<file path="src/rtl/debounce_multi.sv">
// debounce_multi
// Multi-channel switch/push-button debouncer. Each channel optionally passes
// through a flip-flop synchroniser, then a stability counter decides when the
// sampled level has disagreed with the clean level long enough to be accepted.
// In fast-attack mode (MODE=1) a rising sample is accepted immediately while
// falling edges are still qualified.
//
// Ports:
//   clk    - system clock, all state updates on the rising edge
//   reset  - synchronous, active-high reset (clears every flop)
//   b      - raw bouncy inputs, one bit per channel
//   s      - registered debounced level per channel
//   rise   - one-cycle pulse, registered, when s[i] goes 0->1
//   fall   - one-cycle pulse, registered, when s[i] goes 1->0
module debounce_multi #(
  parameter int CHANNELS      = 4,
  parameter int STABLE_CYCLES = 3,
  parameter int MODE          = 0,
  parameter int SYNC_STAGES   = 0
) (
  input  logic                clk,
  input  logic                reset,
  input  logic [CHANNELS-1:0] b,
  output logic [CHANNELS-1:0] s,
  output logic [CHANNELS-1:0] rise,
  output logic [CHANNELS-1:0] fall
);

  localparam int CW = $clog2(STABLE_CYCLES + 1);
  // Last count value before a differing sample is accepted.
  localparam logic [CW-1:0] CNT_MAX = CW'(STABLE_CYCLES - 1);

  logic [CHANNELS-1:0]         x_s;
  logic [CHANNELS-1:0]         s_q, s_d;
  logic [CHANNELS-1:0]         rise_q, rise_d;
  logic [CHANNELS-1:0]         fall_q, fall_d;
  logic [CHANNELS-1:0][CW-1:0] cnt_q, cnt_d;

  generate
    if (SYNC_STAGES == 0) begin : g_nosync
      assign x_s = b;
    end else begin : g_sync
      logic [SYNC_STAGES-1:0][CHANNELS-1:0] sync_q;

      // Synchroniser shift chain; stage 0 captures the raw input.
      always_ff @(posedge clk) begin
        if (reset) begin
          sync_q <= '0;
        end else begin
          sync_q[0] <= b;
          for (int k = 1; k < SYNC_STAGES; k++) begin
            sync_q[k] <= sync_q[k-1];
          end
        end
      end

      assign x_s = sync_q[SYNC_STAGES-1];
    end
  endgenerate

  // Per-channel filter decision: next clean level, counter and edge pulses.
  always_comb begin
    s_d    = s_q;
    cnt_d  = cnt_q;
    rise_d = '0;
    fall_d = '0;
    for (int i = 0; i < CHANNELS; i++) begin
      if (x_s[i] == s_q[i]) begin
        // Any agreeing sample restarts qualification.
        cnt_d[i] = '0;
      end else if ((MODE == 1) && !s_q[i]) begin
        // Fast attack: first high sample is taken at once.
        s_d[i]    = 1'b1;
        cnt_d[i]  = '0;
        rise_d[i] = 1'b1;
      end else if (cnt_q[i] == CNT_MAX) begin
        s_d[i]    = x_s[i];
        cnt_d[i]  = '0;
        rise_d[i] = x_s[i];
        fall_d[i] = ~x_s[i];
      end else begin
        cnt_d[i] = cnt_q[i] + CW'(1);
      end
    end
  end

  // State and output registers.
  always_ff @(posedge clk) begin
    if (reset) begin
      s_q    <= '0;
      rise_q <= '0;
      fall_q <= '0;
      cnt_q  <= '0;
    end else begin
      s_q    <= s_d;
      rise_q <= rise_d;
      fall_q <= fall_d;
      cnt_q  <= cnt_d;
    end
  end

  assign s    = s_q;
  assign rise = rise_q;
  assign fall = fall_q;

endmodule

</file>
<file path="config.mk">
export PLATFORM = sky130hd
export DESIGN_NAME = debounce_multi
export DESIGN_NICKNAME = d
export VERILOG_FILES = /design/src/rtl/debounce_multi.sv
export SDC_FILE = /design/constraint.sdc
export NUM_CORES = 1
export LEC_CHECK = 0
export CAP_MARGIN = 0
export CORE_UTILIZATION = 49
export DETAILED_ROUTE_END_ITERATION = 8
export GPL_ROUTABILITY_DRIVEN = 0
export MAX_ROUTING_LAYER = met4
export PLACE_DENSITY = 0.85
export SLEW_MARGIN = 20
export SYNTH_ARGS = -nofsm -noshare
export SYNTH_HDL_FRONTEND = slang
export SYNTH_SLANG_ARGS = --single-unit
</file>
<file path="constraint.sdc">
create_clock -name clk -period 3.1 [get_ports clk]
set_clock_uncertainty 0.05 [all_clocks]
set_input_delay 0.465 -clock clk [delete_from_list [all_inputs] [get_ports clk]]
set_output_delay 0.465 -clock clk [all_outputs]
set_load 0.01 [all_outputs]
</file>
==> results.json <==
{
  "drtAntennaViolNets": 0,
  "wire_per_inst_microns": 12.5,
  "worst_pin_slew_ns": 0.641,
  "dp.cells": 88,
  "criticalPathCategory": "flop to primary output",
  "holdWs_ns": 0.386,
  "critPathMaxStageDelay_ns": 0.58,
  "grt_max_degree": 21,
  "vias_per_cell": 5.27,
  "numPortBuffers": 17,
  "synth.cell_area_sq_um": 728,
  "max_freq_mhz": 553,
  "numCtsBuffers": 3,
  "crit_family": "buffers and inverters",
  "synth_top_area_frac": 0.550,
  "crit_chain": "clkdlybuf4s50_1",
  "grtUsageTotal": 0.189,
  "maxCapViolCount": 0,
  "clkLatencyLatePin_ns": 0.29,
  "synth_cell_types": 10,
  "cts_sinks": 20,
  "synth_cells": 58,
  "p_per_area_nw_per_um2": 485,
  "crit_fanout": 5,
  "seqPwrFrac": 0.591,
  "power.internal_uw": 359,
  "ctsHoldBuffers": 0,
  "n_antenna_cell": 0,
  "comb_power_share": 0.089,
  "layout-drive-gt1-share": 0.182,
  "cpMaxStageDelayCell": "clkdlybuf4s50_1",
  "cp.required_ns": 2.58,
  "end_kind": "primary output",
  "ys_ff_latch": 20,
  "tns_ns": 0,
  "dr_total_vias": 485,
  "cts_resized": 0,
  "start_kind": "flop",
  "slew_violations": 0,
  "power_uw": 457,
  "sw_frac_of_total": 0.215,
  "first_iter_violations": 3,
  "dpl.hpwl_microns": 836,
  "finalSetupViolCount": 0,
  "h-tree-depth": 1,
  "rows": 13,
  "rsz0062_at_grt": "no",
  "critPathBufInv": 1,
  "drcViolationCount": 0,
  "ys_seq_area_frac": 0.550,
  "root_buffer": "clkbuf_4",
  "instances_no_fill": 92,
  "fp.dieW_microns": 40.6,
  "routed_wl_mm": 1.15,
  "dr.pass1.iters": 3,
  "path_depth": 1,
  "crit_arrival_ns": 1.29,
  "clkPwrFrac": 0.321,
  "cts_tree": "built",
  "synthTopCellsByArea": "dfxtp_1 55%, and4bb_2 14%, ha_1 6.9%",
  "p_leak_uw": 0.000340,
  "die_y_microns": 40.6,
  "period_needed_ns": 1.81,
  "syn_nets": 68,
  "hold_viol": 0,
  "worstHoldPathCells": 1,
  "syn_to_final_growth_pct": 29.6,
  "maxSlewHeadroom": 0.571,
  "grt_overflow": 0,
  "peakVddDrop_v": 0.000254,
  "dieArea_sq_um": 1640,
  "p_switching_uw": 98.3,
  "clk_pin_slew_ns": 0.11,
  "core_sq_um": 1330,
  "yosysWarnings": 0,
  "boundaryPins": 18,
  "yosysTopAreaCell": "dfxtp_1",
  "ctsLongestPathBuffers": 2,
  "hp-class": "flop to flop",
  "antenna_found_initial": 0,
  "postCtsSetupBuffers": 0,
  "synth_area_per_cell_sq_um": 12.6,
  "rr_worst_depth": 4,
  "initial_core_util": 0.546,
  "grt_pass1_vias": 448,
  "nets": 88,
  "finalCritPeriodShare": 0.584,
  "grt_pass1_wl_mm": 1.88,
  "status": "complete, no violations"
}
synth_stat cells (all sizes together):
cell / instances
dfxtp: 20
inv: 4
nor4: 8
mux2i: 4
buf: 2
xnor2: 4
and4bb: 8
nor2: 4
ha: 4
power groups by stage:
| stage | clock, uW | sequential (uW) | combinational (uW) |
|---|---|---|---|
| global placement | 0 | 276 | 39.5 |
| finish | 147 | 270 | 40.7 |
| floorplan | 0 | 276 | 24.7 |
| global route | 165 | 272 | 45.7 |
| CTS | 153 | 270 | 41.0 |
| detailed placement | 0 | 276 | 40.9 |
metrics by stage:
| step | utilization | setup slack [ns] | area, sq um |
|---|---|---|---|
| 3_3_place_gp | 0.680 | 1.30 | 907 |
| 5_1_grt | 0.707 | 1.23 | 943 |
| 6_report | 0.707 | 1.29 | 943 |
| 2_1_floorplan | - | 2.10 | 728 |
| 4_1_cts | 0.707 | 1.29 | 943 |
| 3_5_place_dp | 0.680 | 1.28 | 907 |
final cells by class:
class                      count  area (sq um)
fill                         107           390
tap                           15          18.8
clock buffer                   4          36.3
sequential                    20           400
inverter                       4          15.0
timing repair buffer          17           170
multi-input combinational     32           303
placed cells by master, fill, tap and decap left out:
master	count
nor4_2	2
nor4_1	6
dfxtp_1	20
clkdlybuf4s50_1	17
mux2i_1	4
clkbuf_8	1
and4bb_2	8
clkbuf_4	3
ha_1	4
nor2_1	4
xnor2_1	4
inv_1	4
state kept, by name, indices dropped and copies added, names as in the netlist:
register and count:
cnt_q 8, fall 4, rise 4, s 4
final timing paths:
kind,from,slack [ns],end
hold reg to reg,cnt_q[2],0.39,cnt_q[2]
setup reg to reg,cnt_q[4],1.97,s[2]
setup / recovery,s[1],1.29,s[1]
hold / removal,cnt_q[2],0.39,cnt_q[2]
routing by layer:
layer	vias to the layer above	global-route usage	wire, microns
li1	250	-	-
met1	218	0.221	540
met2	13	0.282	526
met3	4	0.0500	49
met4	0	0.125	37
met5	-	-	0
kinds of logic (layout without fill, tap and decap cells):
group         count (synthesis)  after routing  share of synthesized area
flops                        20             20                      0.550
simple gates                 20             20                      0.244
buf+inv                       6             25                     0.0344
fa+ha+maj                     4              4                     0.0687
xor+xnor                      4              4                     0.0481
mux                           4              4                     0.0550
Note: power is estimated with default switching activity, not from simulation.
